[src/rtl/bht_update_scheduler.sv]
// Ordered update queue sitting in front of a branch history table: resolved-branch
// updates are buffered and drained one per cycle while fetch lookups read freely.
module bht_update_scheduler #(
  parameter int LOWER = 5,
  parameter int DEPTH = 4
) (
  input  logic                      clk,
  input  logic                      arst_n,
  input  logic                      upd_valid,
  output logic                      upd_ready,
  input  logic [LOWER-1:0]          upd_addr,
  input  logic                      upd_taken,
  input  logic                      upd_jump,
  input  logic                      fetch_valid,
  input  logic [LOWER-1:0]          fetch_addr,
  input  logic                      bht_hold,
  output logic                      bht_rd_en,
  output logic [LOWER-1:0]          bht_read_addr,
  output logic                      bht_wr_en,
  output logic [LOWER-1:0]          bht_write_addr,
  output logic                      bht_was_taken,
  output logic                      bht_jumped,
  output logic                      pred_stale,
  output logic [$clog2(DEPTH):0]    occupancy,
  output logic [15:0]               upd_count,
  output logic [15:0]               stale_count
);

  localparam int PW = $clog2(DEPTH);
  localparam logic [PW:0] FULL = (PW+1)'(DEPTH);

  // Entry layout: {addr, taken, jump}
  logic [LOWER+1:0] mem [DEPTH];
  logic [PW-1:0]    head;
  logic [PW-1:0]    tail;
  logic             push;
  logic             pop;

  assign upd_ready     = (occupancy < FULL);
  assign push          = upd_valid & upd_ready;
  assign pop           = (occupancy != '0) & ~bht_hold;

  assign bht_rd_en     = fetch_valid;
  assign bht_read_addr = fetch_addr;

  assign bht_wr_en      = pop;
  assign bht_write_addr = pop ? mem[head][LOWER+1:2] : '0;
  assign bht_was_taken  = pop ? mem[head][1] : 1'b0;
  assign bht_jumped     = pop ? mem[head][0] : 1'b0;

  // An entry is live when its distance from head is below the occupancy.
  always_comb begin
    pred_stale = 1'b0;
    if (fetch_valid) begin
      for (int i = 0; i < DEPTH; i++) begin
        if (({1'b0, PW'(PW'(i) - head)} < occupancy) &&
            (mem[i][LOWER+1:2] == fetch_addr)) begin
          pred_stale = 1'b1;
        end
      end
    end
  end

  always_ff @(posedge clk) begin
    if (push) begin
      mem[tail] <= {upd_addr, upd_taken, upd_jump};
    end
  end

  always_ff @(posedge clk or negedge arst_n) begin
    if (!arst_n) begin
      head        <= '0;
      tail        <= '0;
      occupancy   <= '0;
      upd_count   <= '0;
      stale_count <= '0;
    end else begin
      if (push) begin
        tail <= tail + 1'b1;
      end
      if (pop) begin
        head <= head + 1'b1;
      end
      case ({push, pop})
        2'b10:   occupancy <= occupancy + 1'b1;
        2'b01:   occupancy <= occupancy - 1'b1;
        default: occupancy <= occupancy;
      endcase
      if (push && (upd_count != 16'hFFFF)) begin
        upd_count <= upd_count + 16'd1;
      end
      if (pred_stale && (stale_count != 16'hFFFF)) begin
        stale_count <= stale_count + 16'd1;
      end
    end
  end

endmodule
[config.mk]
export PLATFORM = sky130hd
export DESIGN_NAME = bht_update_scheduler
export DESIGN_NICKNAME = d
export VERILOG_FILES = /design/src/rtl/bht_update_scheduler.sv
export SDC_FILE = /design/constraint.sdc
export NUM_CORES = 1
export LEC_CHECK = 0
export ABC_AREA = 1
export BUFFER_PORTS_ARGS = -buffer_cell sky130_fd_sc_hd__clkbuf_2
export CORE_AREA = 4 4 93 95
export CTS_CLUSTER_DIAMETER = 100
export DETAILED_ROUTE_END_ITERATION = 16
export DIE_AREA = 0 0 97 99
export PLACE_DENSITY_LB_ADDON = 0.08
export SYNTH_ARGS = -nofsm -noshare
export SYNTH_HDL_FRONTEND = slang
export SYNTH_SLANG_ARGS = --single-unit
[constraint.sdc]
create_clock -name clk -period 3.7 [get_ports clk]
set_input_delay 0.37 -clock clk [delete_from_list [all_inputs] [get_ports clk]]
set_output_delay 0.37 -clock clk [all_outputs]
set_load 0.05 [all_outputs]
Word level (Yosys, flattened, before mapping)
Memory sizes are Yosys's and may differ from the RTL's.
Cells that the tools add are included.

word-level totals
  bits in registers = 39
  bits in writable memories = 28
  bits of input ports = 17
  logic and storage cells = 51
  memories = 1

cells by class
  add/subtract/negate cells = 10
  $lt $le $gt $ge = 5
  eq/ne operators = 8
  multiplexer cells = 11
  bitwise operators = 3
  reduce and logical (&&, ||, !) cells = 8

memories
  name  depth  width  read ports  clocked after Yosys merged registers in  wr ports  RTL line  RTL
  mem   4      7      5           0                                        1         33        logic [LOWER+1:0] mem [DEPTH];

operators with widths
  cell                   number
  $add 16x1->16 const B  2
  $ne 16x16->1 const B   2
  $eq 5x5->1             4
  $lt 2x3->1             4
  $mux 1                 9
  $logic_and 1x1->1      6
  $pmux 3 s2             1
  $mux 5                 1
  $add 2x1->2 const B    2
  $sub 1x2->2 const A    2
  $sub 2x2->2 const A    2
  $add 3x1->3 const B    1
  $lt 3x3->1 const B     1
  $reduce_bool 3->1      1
  $sub 3x1->3 const B    1
  $and 1x1->1            2
  $eq 2x1->1 const B     1
  $eq 2x2->1 const B     1
  $reduce_bool 2->1      1
  $not 1->1              1

Longest topological paths before layout
Gate-level depths: netlist of run 1.

  word-level depth = 9
  depth in mapped cells = 14
  mapped depth without buffers = 12

Least setup slack after synthesis of run 1
No wires, ideal clock.

  path type = reg2out
  from = reg occupancy[0]
  to = out bht_jumped
  arrival = 2.820 ns
  required time = 3.330 ns
  setup slack = 0.510 ns
  stages on the path, launching flop included = 5
  path through = dfrtp_1 -> nor3_1 -> nor2_1 -> inv_1 -> a31oi_1

between the ends
  longest elaborated chain between the ends = 3

ends and longest elaborated chain
  element                   RTL line  RTL
  start: declaration        24        output logic [$clog2(DEPTH):0] occupancy,
  start signal: assignment  85        2'b10: occupancy <= occupancy + 1'b1;
  start signal: assignment  86        2'b01: occupancy <= occupancy - 1'b1;
  start signal: assignment  87        default: occupancy <= occupancy;
  $reduce_bool 3->1         41        assign pop = (occupancy != '0) & ~bht_hold;
  $and 1x1->1               41
  net bht_wr_en             19        output logic bht_wr_en,
  $mux 1                    49        assign bht_jumped = pop ? mem[head][0] : 1'b0;
  end: declaration          22        output logic bht_jumped,

The timed path passes the listed nets, and every way through them passes these cells.

Final worst setup path of run 1
  from = reg head[1]
  to = out pred_stale

between the ends
  longest elaborated chain between the ends = 8
  elaborated cells between the ends (all ways) = 17
  classes of those cells = add/sub: 4; order compare: 4; mux: 5; reduce/logical: 4

ends and longest elaborated chain
  element                   RTL line  RTL
  start: declaration        34        logic [PW-1:0] head;
  start signal: assignment  82        head <= head + 1'b1;
  $sub 1x2->2               56        if (({1'b0, PW'(PW'(i) - head)} < occupancy) &&
  $lt 2x3->1                56
  $logic_and 1x1->1         56
  $mux 1 (3 in series)      56
  $mux 1 (*)                56
  $mux 1 (*)                54        if (fetch_valid) begin
  end: declaration          23        output logic pred_stale,

Mark *: on every way between the ends. The rest lies on a longest branch, timed or not.

==> results of run 1 <==
-- cells by family (layout without fill, tap and decap cells) --
group / Yosys count / in the layout / synth area share
buffers and inverters: 63 / 132 / 0.0734
XOR/XNOR: 41 / 41 / 0.0945
flip-flops: 67 / 67 / 0.478
AO/OA/AOI/OAI: 26 / 26 / 0.0428
AND/OR/NAND/NOR: 219 / 219 / 0.270
adder cells (fa/ha/maj): 12 / 12 / 0.0415
-- layout make-up --
cell class | instances | area, µm²
fillers | 729 | 3340
flip-flops and latches | 67 | 1820
multi-input cells | 298 | 1710
repair buffers | 67 | 335
inverters | 49 | 184
well taps | 102 | 128
clock buffers | 9 | 124
clock inverters | 7 | 98.8
-- synthesized netlist by cell type (3+ instances only) --
library cell  instances  share of area
nand3_1              23          0.030
nor2_2                5         0.0082
nand4_1              18          0.030
buf_4                 7          0.014
inv_1                39          0.039
a221oi_1              4         0.0092
nor3_1                7         0.0092
o21ai_0               9          0.012
xor2_1               25          0.058
dfrtp_1              39           0.26
ha_1                 11          0.036
inv_2                 9         0.0089
nor3_2                3         0.0079
buf_2                 4         0.0053
a22oi_1               3         0.0059
nand2_1             103           0.10
a31oi_1               4         0.0066
nor2_1               41          0.040
edfxtp_1             28           0.22
xnor2_1              16          0.037
nand2_2              12          0.020
-- flip-flops by register name, indices dropped and copies added (netlist names) --
name / cells
upd_count: 16
mem: 28
tail: 2
head: 2
stale_count: 16
occupancy: 3
-- power by group through the flow --
stage	combinational [mW]	clock, mW	sequential (mW)
floorplan	0.719	0	1.23
global placement	1.14	0	1.06
detailed placement	1.17	0	1.06
CTS	1.18	0.699	1.05
global route	1.28	0.736	1.07
finish	1.16	0.684	1.05
-- routing by layer --
| metal | GRT usage | share of wire | vias up | wire, µm |
|---|---|---|---|---|
| met4 | 0.0594 | 0.013 | 0 | 108 |
| met2 | 0.298 | 0.49 | 79 | 4080 |
| met1 | 0.243 | 0.46 | 1417 | 3810 |
| met5 | 0 | 0 | - | 0 |
| met3 | 0.0396 | 0.041 | 9 | 346 |
| li1 | - | - | 1519 | - |
-- final timing paths --
| path | cells past startpoint | from | end | slack, ns |
|---|---|---|---|---|
| max | 9 | head[1] | pred_stale | 0.45 |
| min | 1 | arst_n | upd_count[14] | 0.18 |
| max reg2reg | 10 | head[1] | stale_count[1] | 1.03 |
| min reg2reg | 1 | upd_count[14] | upd_count[14] | 0.50 |
| max in group asynchronous | 1 | arst_n | upd_count[8] | 2.88 |
| min in group clk | 1 | upd_taken | mem[1][1] | 0.25 |
-- placed cells by master, fill, tap and decap left out, drive strengths merged --
| master | netlist | final |
|---|---|---|
| a31oi | 4 | 4 |
| nor3 | 10 | 10 |
| a21boi | 2 | 2 |
| a22oi | 3 | 3 |
| clkinv | 1 | 3 |
| edfxtp | 28 | 28 |
| inv | 48 | 50 |
| nand2 | 115 | 115 |
| nand4 | 19 | 19 |
| fa | 1 | 1 |
| a221oi | 4 | 4 |
| clkbuf | 2 | 76 |
| nand3b | 1 | 1 |
| nor4 | 1 | 1 |
| clkinvlp | 0 | 1 |
| ha | 11 | 11 |
| a21oi | 2 | 2 |
| xor2 | 25 | 25 |
| dfrtp | 39 | 39 |
| xnor2 | 16 | 16 |
| and2 | 1 | 1 |
| o21ai | 11 | 11 |
| bufinv | 0 | 2 |
| nand3 | 26 | 26 |
| nor2 | 46 | 46 |
-- stage by stage --
stage               total power, mW  setup WS [ns]  utilization  instance area, µm²
floorplan                      1.95          0.510            -                3800
global route                   3.09          0.255        0.568                4390
global placement               2.21          0.942        0.540                4170
finish                         2.90          0.454        0.568                4390
detailed placement             2.24          0.841        0.540                4170
CTS                            2.93          0.465        0.568                4390
==> results.md, run 1 <==
* Outcome: finished clean
* Drt drc at 0
* Core Rows at 32
* Gate power share at 0.402
* Setup_tns at 0 ns
* Vias in the first global route at 2958
* Nets at 521
* Chip height at 99 µm
* Initial antenna violation count at 0
* Hold Buf Count CTS at 0
* Slew headroom at 0.325
* Biggest cell delay along the critical path at 0.51 ns
* Setup Skew at 0.0104 ns
* RSZ-0062 raised after global routing: no
* Clock transition at path regs at 0.08 ns
* Final period utilization at 0.877
* CP max FO at 19
* DR vias/cell at 5.05
* Area added between synthesis and finish at 15.5%
* Pleak at 2.08 nW
* Total clock sinks at 67
* Measured slew at the worst slew-check pin at 1.01 ns
* GRT Total Usage at 0.183
* Sw Ratio at 0.445
* Routed length per placed instance at 13.9 µm
* Number of synthesized register bits at 67
* Sw Pwr at 1.29 mW
* CP delay by family, top: simple AND/OR/NAND/NOR gates
* Syn Nets at 457
* Synth Cell Area at 3800 µm²
* Clock buffer depth at 2
* Sequential element share of the synthesized area at 0.478
* EDFF count, synth at 28
* Worst Path Required at 3.33 ns
* Worst skew pair latency at 0.34 ns
* Layout Cells excl Fill at 599
* Min Tclk post-route at 3.25 ns
* Initial Utilization at 0.492
* Pint at 1.61 mW
* Max Slew Vio Count at 0
* Number of buffers added on ports at 67
* Max-Cap Viols at 0
* Sequential share of power at 0.362
* Routability cong. at 0.902
* DR pass1 iterations at 4
* First-pass GRT wire length at 14.2 mm
* DRT iter0 DRCs at 109
* # H-tree levels at 3
* Gr ovfl total at 0
* Die width at 97 µm
* FFs w/ async S/R, synth at 0.582
* DIE AREA at 9600 µm²
* Core Area at 7730 µm²
* Max VDD drop at 0.309 mV
* Slowest CP cell: dfrtp_1
* CTS tree: yes
* PD cells at 660 nW/µm²
* Worst Path Arrival at 2.88 ns
* Mean Syn Cell Area at 8.88 µm²
* Startpoint Class: flip-flop
* Inst Count DP at 583
* Final setup fails at 0
* Clock power share at 0.236
* Worst path cell trace: nor2_1 > nor2_1 > ha_1 > a21boi_1 > o21ai_1 > nand3_1 > nand3_4 > and2_1 > clkbuf_2
* Root Buffer: clkbuf_8
* Syn Inst Count at 428
* WS Path Type: flip-flop to primary output
* Antenna viol nets, final at 0
* Worst Hold Class: input port to asynchronous set/reset pin
* Post-CTS sizing at 0
* ANT cells at 0
* Netlist cell types at 34
* Worst Hold Slack at 0.179 ns
* Detailed placer's ending HPWL at 6.30 mm
* Number of top-level pins at 68
* Warning count from the yosys run at 0
* Post-CTS Setup Inserts at 0
* Final wirelength at 8.35 mm
* Max Clk Rate at 0.308 GHz
* Most common cell on crit path: nor2_1
* Layout cells sized above 1 at 0.233
* Synth Flop Type: dfrtp_1
* CP bufs+invs at 1
* Final Hold Vio Count at 0
* Largest net degree at the start of global routing at 40
* Kind of end point of the critical path: primary output
* Total CTS buffers at 9
* Vias at 3024
(Power assumes the default switching activity.)
==> run 2: changes to the inputs <==
--- a/config.mk
+++ b/config.mk
@@ -7,10 +7,10 @@
 export LEC_CHECK = 0
 export ABC_AREA = 1
 export BUFFER_PORTS_ARGS = -buffer_cell sky130_fd_sc_hd__clkbuf_2
-export CORE_AREA = 4 4 93 95
+export CORE_AREA = 4 4 110 112
 export CTS_CLUSTER_DIAMETER = 100
 export DETAILED_ROUTE_END_ITERATION = 16
-export DIE_AREA = 0 0 97 99
+export DIE_AREA = 0 0 114 116
 export PLACE_DENSITY_LB_ADDON = 0.08
 export SYNTH_ARGS = -nofsm -noshare
 export SYNTH_HDL_FRONTEND = slang
==> run 2 against run 1 <==
Net effect:
- critical path depth is 1 higher
- clock power up 18%
- final cell count grew 6.8%
- design area increased by 2.6%
- core utilization down 17 points
- hold slack improved by 0.041 ns
- clock skew shrank 0.0043 ns
- sequential cell count stayed put
- critical endpoint unchanged
- largest cell class unchanged
==> results.md, run 2 (synthesis gave the netlist of run 1 again) <==
* Number of top-level pins at 68
* Worst Hold Class: input port to asynchronous set/reset pin
* Initial antenna violation count at 0
* Gr ovfl total at 0
* Worst skew pair latency at 0.33 ns
* Vias at 3026
* Vias in the first global route at 2858
* Min Tclk post-route at 3.20 ns
* GRT Total Usage at 0.142
* First-pass GRT wire length at 14.6 mm
* Commonest non-fill, non-tap cells in the layout: nand2_1, clkbuf_2, nor2_1, inv_1, dfrtp_1
* DR vias/cell at 4.73
* Total CTS buffers at 9
* ANT cells at 0
* Chip height at 116 µm
* CP max FO at 19
* Antenna viol nets, final at 0
* PD cells at 671 nW/µm²
* Hold Buf Count CTS at 0
* Biggest cell delay along the critical path at 0.50 ns
* Worst path cell trace: nor2_1 > nor2_1 > inv_1 > ha_1 > a21boi_1 > o21ai_1 > nand3_1 > nand3_4 > and2_1 > clkbuf_2
* Final Hold Vio Count at 0
* Max VDD drop at 0.299 mV
* Total power at 3.02 mW
* Drt drc at 0
* DR pass1 iterations at 4
* Max Slew Vio Count at 0
* Total clock sinks at 67
* Root Buffer: clkbuf_16
* Setup_tns at 0 ns
* Initial Utilization at 0.339
* CTS tree: yes
* Routability cong. at 0.845
* Slowest CP cell: dfrtp_1
* Number of buffers added on ports at 67
* DRT iter0 DRCs at 119
* Layout cells sized above 1 at 0.233
* Startpoint Class: flip-flop
* Pleak at 2.11 nW
* Kind of end point of the critical path: primary output
* Area added between synthesis and finish at 18.6%
* Slew headroom at 0.309
* Measured slew at the worst slew-check pin at 1.04 ns
* Final period utilization at 0.865
* RSZ-0062 raised after global routing: no
* Final wirelength at 8.98 mm
* Worst Path Required at 3.33 ns
* Worst Path Arrival at 2.83 ns
* Clock transition at path regs at 0.06 ns
* Max reg flops at 28
* Core Rows at 39
* Setup Skew at 0.00611 ns
* Commonest non-fill, non-tap cell in the layout: nand2_1
* WS Path Type: flip-flop to primary output
* Top reg by flops: mem
* Routed length per placed instance at 14.0 µm
* DIE AREA at 13200 µm²
* Detailed placer's ending HPWL at 6.73 mm
* Final setup fails at 0
* Clock buffer depth at 2
* # H-tree levels at 3
* Most common cell on crit path: nor2_1
* Largest net degree at the start of global routing at 40
* Outcome: finished clean
* Max-Cap Viols at 0
* Die width at 114 µm
* Nets at 521
* Largest regs: mem: 28 flops, stale_count: 16 flops, upd_count: 16 flops
* Post-CTS Setup Inserts at 0
* Core Area at 11200 µm²
* Fillers at 1145
* Max Clk Rate at 0.312 GHz
* Post-CTS sizing at 0
## run 2: changes by cell type in the layout (fill, tap and decap cells not counted)
cell and change:
bufinv_16 -2, clkinv_4 +1, clkbuf_8 -8, clkbuf_16 +9
## run 2: path summary, 6_finish.rpt
path                                from              to  slack, ns  depth (start not counted)
max                              head[1]      pred_stale       0.50                         10
max reg2reg                      head[1]  stale_count[2]       1.07                         11
min in group clk                upd_jump       mem[3][0]       0.26                          1
min                               arst_n    occupancy[0]       0.22                          1
max in group asynchronous         arst_n   upd_count[12]       2.84                          1
min reg2reg                upd_count[14]   upd_count[14]       0.49                          1
## run 2: stage by stage
step | instance area [µm²] | utilization | setup slack, ns | std cells | hold WS (ns)
after floorplan | 3800 | - | 0.510 | 428 | 0.0744
after global placement | 4220 | 0.376 | 0.911 | 624 | 0.484
after detailed placement | 4220 | 0.376 | 0.825 | 624 | 0.489
after CTS | 4510 | 0.402 | 0.452 | 640 | 0.248
after global routing | 4510 | 0.402 | 0.204 | 640 | 0.254
final | 4510 | 0.402 | 0.500 | 640 | 0.220
## run 2: critical path, delay by kind of cell (launching register included)
family,cells,cell delay [ns]
buf+inv,2,0.36
simple gates,5,1.15
fa+ha+maj,1,0.22
flops,1,0.50
compound gates,2,0.27
## run 2: report_power, final
| group | switching, mW | internal, mW |
|---|---|---|
| Sequential | 0.144 | 0.909 |
| Clock | 0.331 | 0.477 |
| Combinational | 0.848 | 0.315 |
| Total | 1.32 | 1.70 |
## run 2: cell type report
cell class                 instances  area (µm²)  area share
timing repair buffer              67         335      0.0744
clock buffer                      10         239      0.0530
sequential                        67        1820       0.403
multi-input combinational        298        1710       0.378
clock inverter                     6        47.5      0.0105
tap                              143         179      0.0397
inverter                          49         184      0.0408
## run 2: per-layer routing
| layer | GRT usage | wire, µm |
|---|---|---|
| met1 | 0.193 | 4280 |
| met2 | 0.222 | 4270 |
| met3 | 0.0266 | 297 |
| met4 | 0.0649 | 140 |
| met5 | 0 | 0 |
==> run 3: changes to the inputs <==
--- a/config.mk
+++ b/config.mk
@@ -7,10 +7,11 @@
 export LEC_CHECK = 0
 export ABC_AREA = 1
 export BUFFER_PORTS_ARGS = -buffer_cell sky130_fd_sc_hd__clkbuf_2
-export CORE_AREA = 4 4 110 112
+export CORE_AREA = 4 4 115 106
+export CTS_BUF_LIST = sky130_fd_sc_hd__clkbuf_4
 export CTS_CLUSTER_DIAMETER = 100
 export DETAILED_ROUTE_END_ITERATION = 16
-export DIE_AREA = 0 0 114 116
+export DIE_AREA = 0 0 119 110
 export PLACE_DENSITY_LB_ADDON = 0.08
 export SYNTH_ARGS = -nofsm -noshare
 export SYNTH_HDL_FRONTEND = slang
==> constraint.sdc (replaced) <==
create_clock -name clk -period 2.7 [get_ports clk]
set_input_delay 0.27 -clock clk [delete_from_list [all_inputs] [get_ports clk]]
set_output_delay 0.27 -clock clk [all_outputs]
set_load 0.05 [all_outputs]
==> run 3 against run 2 <==
Net effect:
- power rose by 24%
- final cell count rose by 2.7%
- design area fell by 1.3%
- register-to-register slack got worse by 0.62 ns
- sequential share of layout area rose by 0.52 points
- routed wire length fell by 0.40%
- die area fell by 1.0%
- critical endpoint unchanged
- highest routed layer unchanged
==> results.md, run 3 (synthesis gave the netlist of run 1 again) <==
* Worst r2r src: head[0]
* Core Area at 10900 µm²
* Number of top-level pins at 68
* Kind of end point of the critical path: primary output
* Cell Area, Placed at 4290 µm²
* DR vias/cell at 4.64
* Area added between synthesis and finish at 17.1%
* Setup Skew at 0.0143 ns
* Pleak at 2.08 nW
* Post-layout instance area at 4450 µm²
* RSZ-0062 raised after global routing: yes
* Layout Cells excl Fill at 657
* Clock power share at 0.157
* Total clock sinks at 67
* Slowest CP cell: dfrtp_1
* Gr ovfl total at 0
* Root Buffer: clkbuf_4
* Final period utilization at 0.947
* Total CTS buffers at 9
* Slew headroom at 0.305
* Commonest non-fill, non-tap cell in the layout: nand2_1
* Antenna viol nets, final at 0
* Startpoint Class: flip-flop
* Clock buffer depth at 2
* Largest regs: mem: 28 flops, stale_count: 16 flops, upd_count: 16 flops
* Detailed placer's ending HPWL at 6.72 mm
* Number of buffers added on ports at 67
* Final wirelength at 8.95 mm
* Worst Hold Class: input port to asynchronous set/reset pin
* Max Clk Rate at 0.391 GHz
* Nets at 529
* Min Tclk post-route at 2.56 ns
* Max-Cap Viols at 0
* Inst Count DP at 638
* Max VDD drop at 0.343 mV
* WS Path Type: flip-flop to primary output
* # H-tree levels at 3
* Outcome: finished clean
* DRT iter0 DRCs at 136
* First-pass GRT wire length at 15.2 mm
* Fillers at 1107
* Chip height at 110 µm
* Sequential share of power at 0.377
* Final Hold Vio Count at 0
* Worst Path Arrival at 2.29 ns
* Layout cells sized above 1 at 0.259
* Post-layout util at 0.410
* DR pass1 iterations at 4
* Gate power share at 0.466
* Vias at 3051
* CP bufs+invs at 3
* DIE AREA at 13100 µm²
* Worst Path Required at 2.43 ns
* Commonest non-fill, non-tap cells in the layout: nand2_1, clkbuf_2, dfrtp_1, inv_1, nor2_1
* Clock transition at path regs at 0.12 ns
* Setup_tns at 0 ns
* Worst skew pair latency at 0.42 ns
* Biggest cell delay along the critical path at 0.41 ns
* Core Rows at 36
* Sw Ratio at 0.479
* CP max FO at 3
* GRT Total Usage at 0.147
* ANT cells at 0
* Initial Utilization at 0.350
* Final setup fails at 0
* Largest net degree at the start of global routing at 40
* Max reg flops at 28
* Max Slew Vio Count at 0
* Measured slew at the worst slew-check pin at 1.04 ns
* Top reg by flops: mem
* Critical Path Start: head[0]
* Total power at 3.75 mW
* PD cells at 842 nW/µm²
* Hold Buf Count CTS at 0
* Routability cong. at 0.821
* Worst path cell trace: buf_4 > nor2_2 > nor2_4 > inv_1 > ha_1 > a21boi_1 > o21ai_1 > nand3_1 > nand3_4 > and2_1 > clkbuf_8
* CTS tree: yes
* CP delay by family, top: simple AND/OR/NAND/NOR gates
* Sw Pwr at 1.80 mW
* Pint at 1.95 mW
* Drt drc at 0
* Routed length per placed instance at 13.6 µm
* Die width at 119 µm
* Vias in the first global route at 3003
* Initial antenna violation count at 0
run 3: power by group through the flow:
stage               Combinational (mW)  Sequential [mW]  Clock [mW]
global placement                  1.68             1.44           0
detailed placement                1.70             1.44           0
CTS                               1.75             1.41       0.626
finish                            1.75             1.41       0.589
global route                      1.95             1.44       0.678
floorplan                         1.00             1.69           0
run 3: cell type report:
| type | instances | area [µm²] | area share |
|---|---|---|---|
| multi-input combinational | 298 | 1740 | 0.390 |
| tap | 152 | 190 | 0.0427 |
| clock buffer | 10 | 75.1 | 0.0169 |
| clock inverter | 6 | 42.5 | 0.00956 |
| inverter | 49 | 184 | 0.0413 |
| timing repair buffer | 75 | 404 | 0.0908 |
| sequential | 67 | 1820 | 0.408 |
run 3: path summary, 6_finish.rpt:
| check | endpoint | slack [ns] | depth (start not counted) |
|---|---|---|---|
| max reg2reg | stale_count[7] | 0.45 | 13 |
| max | pred_stale | 0.14 | 11 |
| min | stale_count[11] | 0.02 | 1 |
| min in group clk | mem[0][5] | 0.07 | 1 |
| min reg2reg | upd_count[6] | 0.50 | 1 |
| max in group asynchronous | stale_count[6] | 2.04 | 1 |
run 3: per-layer routing:
layer	global-route usage	part of all wire	vias up
met3	0.0362	0.041	6
met1	0.206	0.50	1448
met5	0	0	-
met2	0.230	0.45	59
met4	0.0414	0.0097	0
li1	-	-	1538
run 3: through the flow:
stage	hold slack (ns)	worst slack, ns
floorplan	-0.0256	0.0458
global placement	0.481	0.301
detailed placement	0.485	0.234
CTS	0.0383	0.0637
global route	0.0311	-0.0516
finish	0.0195	0.144
run 3: timing repair:
item | CTS | global route
setup buffers | 3 | 0
pin swaps | 1 | 0
setup endpoints to repair | 1 | 2
resized for setup | 3 | 3
